--- config.mk ---
export PLATFORM = sky130hd
export DESIGN_NAME = aes_key_exp_multi
export DESIGN_NICKNAME = d
export VERILOG_FILES = /design/src/rtl/aes_key_exp_multi.sv
export SDC_FILE = /design/constraint.sdc
export NUM_CORES = 2
export LEC_CHECK = 0
export BUFFER_PORTS_ARGS = -buffer_cell sky130_fd_sc_hd__buf_2
export CAP_MARGIN = 40
export CORE_MARGIN = 2
export CORE_UTILIZATION = 40
export CTS_BUF_LIST = sky130_fd_sc_hd__clkbuf_4
export DETAILED_ROUTE_END_ITERATION = 10
export GPL_ROUTABILITY_DRIVEN = 1
export PLACE_DENSITY = 0.58
export SYNTH_ARGS = -nofsm -noshare
export SYNTH_HDL_FRONTEND = slang
export SYNTH_SLANG_ARGS = --single-unit
export TNS_END_PERCENT = 5
--- constraint.sdc ---
create_clock -name mclk -period 15.5 [get_ports mclk]
set_input_delay 0.775 -clock mclk [delete_from_list [all_inputs] [get_ports mclk]]
set_output_delay 0.775 -clock mclk [all_outputs]
set_load 0.01 [all_outputs]
--- src/rtl/aes_key_exp_multi.sv ---
`default_nettype none
// +--------------------------------------------------------------------------+
// | aes_key_exp_multi: run-time selectable AES-128/192/256 key expansion     |
// | feeding round keys through a small valid/ready FIFO.  Rev 1.0            |
// +--------------------------------------------------------------------------+
module aes_key_exp_multi #(
  parameter int RK_FIFO_DEPTH = 2,
  parameter int SBOX_REG      = 1
) (
  input  logic         mclk,
  input  logic         arst_n,
  input  logic [255:0] ck_master,
  input  logic [1:0]   key_len,
  input  logic         start,
  input  logic         flush,
  output logic [127:0] rk,
  output logic [3:0]   rk_count,
  output logic         rk_valid,
  input  logic         rk_ready,
  output logic         busy,
  output logic         done
);

  localparam int AW = (RK_FIFO_DEPTH > 1) ? $clog2(RK_FIFO_DEPTH) : 1;
  localparam int CW = $clog2(RK_FIFO_DEPTH + 1);
  localparam int EW = 132;
  localparam logic [CW-1:0] C_FULL     = CW'(RK_FIFO_DEPTH);
  localparam logic [AW-1:0] C_LAST_PTR = AW'(RK_FIFO_DEPTH - 1);

  localparam logic [2:0] S_IDLE  = 3'd0;
  localparam logic [2:0] S_LOAD  = 3'd1;
  localparam logic [2:0] S_GEN   = 3'd2;
  localparam logic [2:0] S_SBW   = 3'd3;
  localparam logic [2:0] S_STALL = 3'd4;
  localparam logic [2:0] S_DRAIN = 3'd5;

  function automatic logic [7:0] xtime(input logic [7:0] a);
    return {a[6:0], 1'b0} ^ (a[7] ? 8'h1b : 8'h00);
  endfunction

  function automatic logic [7:0] gf_mul(input logic [7:0] a, input logic [7:0] b);
    logic [7:0] p;
    logic [7:0] x;
    p = 8'h00;
    x = a;
    for (int k = 0; k < 8; k++) begin
      if (b[k]) p = p ^ x;
      x = xtime(x);
    end
    return p;
  endfunction

  // Inverse as v^254 (0 maps to 0), then the AES affine transform.
  function automatic logic [7:0] sbox(input logic [7:0] v);
    logic [7:0] inv;
    logic [7:0] sq;
    inv = 8'h01;
    sq  = v;
    for (int k = 1; k < 8; k++) begin
      sq  = gf_mul(sq, sq);
      inv = gf_mul(inv, sq);
    end
    return inv ^ {inv[6:0], inv[7]} ^ {inv[5:0], inv[7:6]} ^
           {inv[4:0], inv[7:5]} ^ {inv[3:0], inv[7:4]} ^ 8'h63;
  endfunction

  function automatic logic [31:0] sub_word(input logic [31:0] x);
    return {sbox(x[31:24]), sbox(x[23:16]), sbox(x[15:8]), sbox(x[7:0])};
  endfunction

  logic [2:0]    state_q, state_d;
  logic          done_q, done_d;
  logic [255:0]  key_q;
  logic [1:0]    klen_q;
  logic [5:0]    i_q;
  logic [2:0]    mod_q;
  logic [7:0]    rcon_q;
  logic [255:0]  win_q;
  logic [95:0]   asm_q;

  logic [EW-1:0] mem_q [RK_FIFO_DEPTH];
  logic [AW-1:0] wr_ptr_q, rd_ptr_q;
  logic [CW-1:0] cnt_q;
  logic [EW-1:0] last_q;

  logic [2:0]    nk_m1;
  logic [5:0]    last_i;
  logic [31:0]   w_prev, w_back, key_w, sb_in, sub_comb, sub_w, rc_mask;
  logic [31:0]   gen_word, new_word;
  logic          is_rot, needs_sub, push_word, fifo_full, fifo_empty;
  logic          pop, space, word_ok, wr, push, start_acc;
  logic [EW-1:0] head;

  // Window slot k holds w[i-1-k]; w[i-Nk] therefore sits in slot Nk-1.
  always_comb begin
    case (klen_q)
      2'd1: begin
        nk_m1  = 3'd5;
        last_i = 6'd51;
        w_back = win_q[191:160];
      end
      2'd2: begin
        nk_m1  = 3'd7;
        last_i = 6'd59;
        w_back = win_q[255:224];
      end
      default: begin
        nk_m1  = 3'd3;
        last_i = 6'd43;
        w_back = win_q[127:96];
      end
    endcase
  end

  assign w_prev    = win_q[31:0];
  assign key_w     = key_q[{~i_q[2:0], 5'b0} +: 32];
  assign is_rot    = (mod_q == 3'd0);
  assign needs_sub = is_rot || ((klen_q == 2'd2) && (mod_q == 3'd4));
  assign sb_in     = is_rot ? {w_prev[23:0], w_prev[31:24]} : w_prev;
  assign sub_comb  = sub_word(sb_in);
  assign rc_mask   = is_rot ? {rcon_q, 24'h0} : 32'h0;
  assign gen_word  = needs_sub ? (w_back ^ sub_w ^ rc_mask) : (w_back ^ w_prev);
  assign new_word  = (state_q == S_LOAD) ? key_w : gen_word;

  generate
    if (SBOX_REG != 0) begin : g_sbox_reg
      logic [31:0] sub_q;
      always_ff @(posedge mclk or negedge arst_n) begin
        if (!arst_n) sub_q <= '0;
        else         sub_q <= sub_comb;
      end
      assign sub_w = sub_q;
    end else begin : g_sbox_comb
      assign sub_w = sub_comb;
    end
  endgenerate

  assign push_word  = &i_q[1:0];
  assign fifo_empty = (cnt_q == '0);
  assign fifo_full  = (cnt_q == C_FULL);
  assign head       = mem_q[rd_ptr_q];
  assign pop        = !fifo_empty && rk_ready && !flush;
  // A full FIFO still has room when its head leaves on the same edge.
  assign space      = !fifo_full || pop;
  assign start_acc  = (state_q == S_IDLE) && start && !flush;

  always_comb begin
    case (state_q)
      S_LOAD, S_SBW, S_STALL: word_ok = 1'b1;
      S_GEN:                  word_ok = !(needs_sub && (SBOX_REG != 0));
      default:                word_ok = 1'b0;
    endcase
  end

  assign wr   = word_ok && (!push_word || space) && !flush;
  assign push = wr && push_word;

  always_comb begin
    state_d = state_q;
    done_d  = 1'b0;
    case (state_q)
      S_IDLE:  if (start_acc) state_d = S_LOAD;
      S_LOAD:  if (wr && (i_q[2:0] == nk_m1)) state_d = S_GEN;
      S_GEN: begin
        if (needs_sub && (SBOX_REG != 0)) state_d = S_SBW;
        else if (!wr)                     state_d = S_STALL;
        else if (i_q == last_i)           state_d = S_DRAIN;
      end
      S_SBW, S_STALL: if (wr) state_d = (i_q == last_i) ? S_DRAIN : S_GEN;
      S_DRAIN: begin
        if (pop && (head[131:128] == last_i[5:2])) begin
          state_d = S_IDLE;
          done_d  = 1'b1;
        end
      end
      default: state_d = S_IDLE;
    endcase
    if (flush) begin
      state_d = S_IDLE;
      done_d  = 1'b0;
    end
  end

  always_ff @(posedge mclk or negedge arst_n) begin
    if (!arst_n) begin
      state_q <= S_IDLE;
      done_q  <= 1'b0;
      key_q   <= '0;
      klen_q  <= 2'd0;
      i_q     <= 6'd0;
      mod_q   <= 3'd0;
      rcon_q  <= 8'h01;
      win_q   <= '0;
      asm_q   <= '0;
    end else begin
      state_q <= state_d;
      done_q  <= done_d;
      if (start_acc) begin
        key_q  <= ck_master;
        klen_q <= (key_len == 2'd3) ? 2'd0 : key_len;
        i_q    <= 6'd0;
        mod_q  <= 3'd0;
        rcon_q <= 8'h01;
      end
      if (wr) begin
        win_q <= {win_q[223:0], new_word};
        asm_q <= {asm_q[63:0], new_word};
        i_q   <= i_q + 6'd1;
        mod_q <= (mod_q == nk_m1) ? 3'd0 : mod_q + 3'd1;
        if ((state_q != S_LOAD) && is_rot) rcon_q <= xtime(rcon_q);
      end
    end
  end

  always_ff @(posedge mclk or negedge arst_n) begin
    if (!arst_n) begin
      wr_ptr_q <= '0;
      rd_ptr_q <= '0;
      cnt_q    <= '0;
      last_q   <= '0;
      for (int k = 0; k < RK_FIFO_DEPTH; k++) mem_q[k] <= '0;
    end else if (flush) begin
      wr_ptr_q <= '0;
      rd_ptr_q <= '0;
      cnt_q    <= '0;
    end else begin
      if (push) begin
        mem_q[wr_ptr_q] <= {i_q[5:2], asm_q, new_word};
        wr_ptr_q        <= (wr_ptr_q == C_LAST_PTR) ? '0 : wr_ptr_q + 1'b1;
      end
      if (pop) begin
        last_q   <= head;
        rd_ptr_q <= (rd_ptr_q == C_LAST_PTR) ? '0 : rd_ptr_q + 1'b1;
      end
      case ({push, pop})
        2'b10:   cnt_q <= cnt_q + 1'b1;
        2'b01:   cnt_q <= cnt_q - 1'b1;
        default: cnt_q <= cnt_q;
      endcase
    end
  end

  // With the FIFO empty the last popped key stays visible.
  assign rk_valid        = !fifo_empty;
  assign {rk_count, rk}  = fifo_empty ? last_q : head;
  assign busy            = (state_q != S_IDLE);
  assign done            = done_q;

endmodule
`default_nettype wire

Word-level counts from Yosys, hierarchy flattened

Cells that the tools add are included.

Register bits after elaboration: 1,063
Output and inout bits: 135
Word-level logic and storage cells: 1,724

Add/sub/neg operators: 6
$lt $le $gt $ge: 3
Equal/unequal tests: 22
Shift-type cells: 1
Multiplexer cells: 858
Bitwise operators: 784
Reductions and logical operators: 34

Operators by type and width:

| cell               | count |
|---|---|
| $mux 8             | 423 |
| $xor 8x8->8        | 380 |
| $xor 8x5->8        | 365 |
| $mux 5             | 369 |
| $mux 132           | 5 |
| $bwmux 264         | 1 |
| $shiftx 256x9->32  | 1 |
| $demux 132 s1      | 1 |
| $mux 32            | 4 |
| $xor 32x32->32     | 3 |
| $pmux 32 s2        | 1 |
| $mux 3             | 16 |
| $mux 6             | 6 |
| $mux 7             | 4 |
| $not 1->1 const A  | 28 |
| $mux 4             | 4 |
| $not 4->4          | 4 |
| $pmux 3 s5         | 1 |
| $mux 1             | 13 |
| $logic_and 1x1->1  | 12 |
| $mux 2             | 6 |
| $pmux 5 s2         | 1 |
| $eq 3x3->1 const B | 3 |
| $ne 3x3->1 const B | 3 |
| 33 further kinds   | 54 |

Depth between registers and ports, before layout

Depth after elaboration: 134
Depth in mapped cells: 77
Gate-level depth less buffers: 63

Worst setup path before layout

OpenSTA, ideal clock, no wires.

Path type: reg2reg
From: register mod_q[0]
To: register g_sbox_reg.sub_q[1]
Arrival time: 16.657 ns
Required time: 15.366 ns
Path slack: -1.290 ns
Stages on the path, launching flop included: 68
Period minus slack after synthesis: 16.790 ns
Path through: dfrtp_1 inv_1 ha_1 nor2b_1 buf_4 mux2i_2 inv_1 ha_1 clkbuf_1 xnor2_1 a21oi_1 a221oi_2 xnor2_2 inv_2 buf_2 buf_1 ha_1 inv_1 (+32 left out) buf_2 o32a_1 and3_1 a211o_1 a221oi_4 mux2_2 a211oi_2 xor2_2 nor2_1 xnor2_4 xor3_1 nor2_1 xor2_1 xnor3_1 xnor2_1 xnor2_1 xnor3_2 xnor3_1

Longest elaborated chain between the ends: 131
Elaborated cells between the ends (all ways): 392

RTL lines:

| element                                           | line   | RTL |
|---|---|---|
| from (decl)                                       | 76     | `logic [2:0] mod_q;` |
| from (signal assigned)                            | 209    | `mod_q <= (mod_q == nk_m1) ? 3'd0 : mod_q + 3'd1;` |
| $logic_not 3->1 *                                 | 117    | `assign is_rot = (mod_q == 3'd0);` |
| $mux 32 *                                         | 119    | `assign sb_in = is_rot ? {w_prev[23:0], w_prev[31:24]} : w_prev;` |
| $mux 5 (tied with other cells)                    | 38     | `return {a[6:0], 1'b0} ^ (a[7] ? 8'h1b : 8'h00);` |
| $xor 8x5->8 / $xor 8x8->8 (equally long branches) | 38, 47 |  |
| $xor 8x8->8 / $mux 8 (equally long branches)      | 47     | `if (b[k]) p = p ^ x;` |
| $mux 8 / $xor 8x8->8 (equally long branches)      | 47     |  |
| $xor 8x8->8 / $mux 8 (equally long branches)      | 47     |  |
| $mux 8 / $xor 8x8->8 (equally long branches)      | 47     |  |
| (+114 left out)                                   | --     |  |
| $xor 8x8->8                                       | 47     |  |
| $mux 8                                            | 47     |  |
| $xor 8x8->8                                       | 47     |  |
| $mux 8 *                                          | 47     |  |
| $xor 8x8->8 (3 in a row)                          | 63     | `return inv ^ {inv[6:0], inv[7]} ^ {inv[5:0], inv[7:6]} ^` |
| $xor 8x8->8 *                                     | 64     | `{inv[4:0], inv[7:5]} ^ {inv[3:0], inv[7:4]} ^ 8'h63;` |
| $not 4->4 (no source line) *                      | --     |  |
| net sub_comb[1]                                   | 88     | `logic [31:0] w_prev, w_back, key_w, sb_in, sub_comb, sub_w, rc_mask;` |
| to (signal assigned)                              | 130    | `else sub_q <= sub_comb;` |
| to (decl)                                         | 127    | `logic [31:0] sub_q;` |

Mark *: on every way through the listed nets, which the timed path passes. The rest lies on a longest branch.
A chain may end at the register's enable or synchronous reset.

Final worst setup path

From: register mod_q[0]
To: register g_sbox_reg.sub_q[3]

Longest elaborated chain between the ends: 130
Elaborated cells between the ends (all ways): 391

RTL lines:

| element                                           | line |
|---|---|
| $logic_not 3->1 *                                 | 117 |
| $mux 32 *                                         | 119 |
| $mux 5 (tied with other cells)                    | 38 |
| $xor 8x5->8 / $xor 8x8->8 (equally long branches) | 38, 47 |
| $xor 8x8->8 / $mux 8 (equally long branches)      | 47 |
| $mux 8 / $xor 8x8->8 (equally long branches)      | 47 |
| $xor 8x8->8 / $mux 8 (equally long branches)      | 47 |
| $mux 8 / $xor 8x8->8 (equally long branches)      | 47 |
| (+113 left out)                                   | -- |
| $mux 8                                            | 47 |
| $xor 8x8->8                                       | 47 |
| $mux 8                                            | 47 |
| $xor 8x8->8                                       | 47 |
| $mux 8 *                                          | 47 |
| $xor 8x8->8 (3 in a row)                          | 63 |
| $xor 8x8->8 *                                     | 64 |
| net sub_comb[3]                                   | 88 |

Marked as above.

==> flow_summary.toml <==
[status]
status = "completed"

[route]
vias_per_cell = 5.60
drt_wl_total_um = 363000
wire_per_inst_um = 21.2
ant_nets = 0
dr.pass1.iters = 6
drc = 0
drt_iter0_markers = 8697
num_vias = 95876

[synth]
syn_nets = 12737
syn_area_per_cell_um2 = 8.36
synth_cells = 12440
yosysWarnings = 0
synth_enable_flop_cells = 0
ys_seq_area_frac = 0.233
synth_seq_cells = 967
synthesis.area_mm2 = 0.104
ys_types = 135
synth-main-ff-cell = "dfrtp_1"
synthArstFlopShare = 1.00

[clocking]
cts_buffers = 246
clockBufferDepth = 4
htree_levels = 4
clk_latency_ns = 1.22
cts.sinks = 967
cts_tree = "done"
root_buffer = "clkbuf_4"
path_clk_slew_ns = 0.07

[sta]
finalMaxSlewViolations = 0
finalSetupViolCount = 0
finalHoldWorstSlack_ns = 0.187
min_period_over_period = 0.978
rsz0062_at_grt = "yes"
finClkSkew_ns = 0.174
slew_headroom = 0.222
clock.fmax_mhz = 66.0
period_needed_ns = 15.15
worst_pin_slew_ns = 1.17
hold_viol = 0

[global_routing]
grt_antenna_before_repair = 22
gr-total-overflow = 0
grt_pass1_vias = 91873
grt_max_degree = 206
grt_pass1_wl_um = 557000
gr-usage-all-layers = 0.263

[placement]
portBuffers = 397
dp_hpwl_um = 262000
place.gp.congestion = 0.961
place_inst = 16204

[critical_path]
crit_fanout = 19
critPathCaptureType = "flip-flop"
critPathLaunchType = "flip-flop"
critPathMaxStageDelay_ns = 0.50
crit_path_frequent_cell = "buf_4"
critPathKind = "reg2reg"
critical_path_required_ns = 16.56
cp_slowest_cell = "or4_1"
worst-endpoint-arrival_ns = 16.21

[floorplanning]
dieArea_mm2 = 0.264
start_util = 0.401
rows = 187
die_height_um = 514
ios = 398
design.core.area_mm2 = 0.259
die_x_um = 514

[final_layout]
fillCellCount = 24778
area_growth_pct = 19.6
multi_input_area_mm2 = 0.0789
drive_gt1_frac = 0.234
seq_area_mm2 = 0.0242
final_nets = 13842
final_cell_count_no_fill = 17116

[job]
maxCapViolations = 0

[hold_path]
hold_class = "in2async"
## worst max-delay path: cells and delay by family (launching register included)
| family | cells | cell delay [ns] |
|---|---|---|
| and+or+nand+nor | 19 | 4.87 |
| muxes | 4 | 0.99 |
| AOI/OAI and AO/OA | 17 | 4.52 |
| DFF | 1 | 0.39 |
| xor gates and xnor gates | 9 | 2.53 |
| buffers and inverters | 8 | 1.24 |
| adders and majority gates | 2 | 0.51 |
## Yosys cell counts, drive strengths merged, types with 32 or more instances
master | count | area (um2)
or3 | 46 | 288
nor4 | 33 | 240
and3 | 52 | 325
a21oi | 595 | 3020
nor3 | 229 | 1190
dfrtp | 966 | 24200
inv | 92 | 348
nand2 | 2165 | 8130
o32ai | 32 | 295
xor2 | 576 | 5560
o22ai | 136 | 857
xor3 | 52 | 1250
and2 | 62 | 388
xnor2 | 1776 | 17300
mux2i | 466 | 4850
nor2 | 1356 | 5130
a221oi | 42 | 422
xnor3 | 278 | 6300
nand2b | 62 | 388
a211oi | 105 | 828
a31oi | 86 | 544
buf | 295 | 1680
o221ai | 41 | 365
o211ai | 83 | 628
mux2 | 399 | 4500
clkbuf | 605 | 2270
or2 | 35 | 219
ha | 34 | 425
o21a | 40 | 300
nand3 | 212 | 1070
o21ai | 733 | 3670
a32oi | 46 | 410
mux4 | 65 | 1460
a22oi | 96 | 731
nor2b | 78 | 488
## layer usage
metal	track usage	vias to the layer above	wire length [um]
met5	0	-	46
li1	-	44936	-
met1	0.384	47004	168000
met2	0.413	3468	164000
met3	0.0345	462	23200
met4	0.0537	6	7220
## state kept, by name, summed over array words and instances, names as in the netlist
name	count
cnt_q	2
done	1
g_sbox_reg.sub_q	32
i_q	6
key_q	256
klen_q	2
last_q	132
mem_q	264
mod_q	3
rcon_q	8
rd_ptr_q	1
state_q	3
win_q	256
wr_ptr_q	1
## per-stage QoR
stage / setup WS [ns] / cell area, um2 / util / TNS [ns]
after global routing: -0.230 / 124000 / 0.480 / -3.69
final: 0.347 / 124000 / 0.480 / 0
after global placement: -0.913 / 113000 / 0.437 / -16.99
after CTS: -0.0256 / 120000 / 0.464 / -0.0284
after floorplan: -0.0454 / 104000 / - / -0.365
after detailed placement: -0.809 / 114000 / 0.440 / -18.15
## cells in the final DEF (no fill, tap or decap), drive strengths merged, types with 105 or more instances in the layout
cell type,netlist,routed
nor2,1356,1356
nand2,2165,2165
mux2i,466,466
a21oi,595,595
xnor2,1776,1776
xor2,576,576
buf,295,1491
mux2,399,399
xnor3,278,278
o21ai,733,733
o22ai,136,136
clkbuf,605,352
dfrtp,966,966
a211oi,105,105
dlygate4sd3,0,262
nand3,212,212
nor3,229,229
## timing repair
action,4_1_cts,5_1_grt
pin swaps,25,181
hold buffers,262,0
hold endpoints to repair,352,0
endpoints found under the setup margin,32,32
resized for setup,72,441
setup buffers,35,194
cloned,1,3
## path summary, 6_finish.rpt
path	cells after the start	slack, ns	from	to
setup / recovery	59	0.35	mod_q[0]	g_sbox_reg.sub_q[3]
hold / removal	2	0.19	arst_n	last_q[92]
setup reg to reg	59	0.35	mod_q[0]	g_sbox_reg.sub_q[3]
hold reg to reg	2	0.41	win_q[165]	win_q[197]
max in group asynchronous	5	13.12	arst_n	win_q[244]
min in group mclk	3	0.31	ck_master[245]	key_q[245]
## layout make-up
class,count,area share
antenna,17,0.000342
tap,3402,0.0342
clock buffer,351,0.0212
multi-input combinational,10464,0.634
clock inverter,49,0.00270
sequential,967,0.195
timing repair buffer,1756,0.109
inverter,110,0.00343
## logic make-up after synthesis
kind of cell,synth area share
AOI/OAI and AO/OA,0.145
xor gates and xnor gates,0.292
adders and majority gates,0.00418
buffers and inverters,0.0420
DFF,0.233
muxes,0.104
and+or+nand+nor,0.180
Power is left out: the tool's default activity adds up to more than one toggle a clock period on the data nets, which glitch-free logic cannot reach.
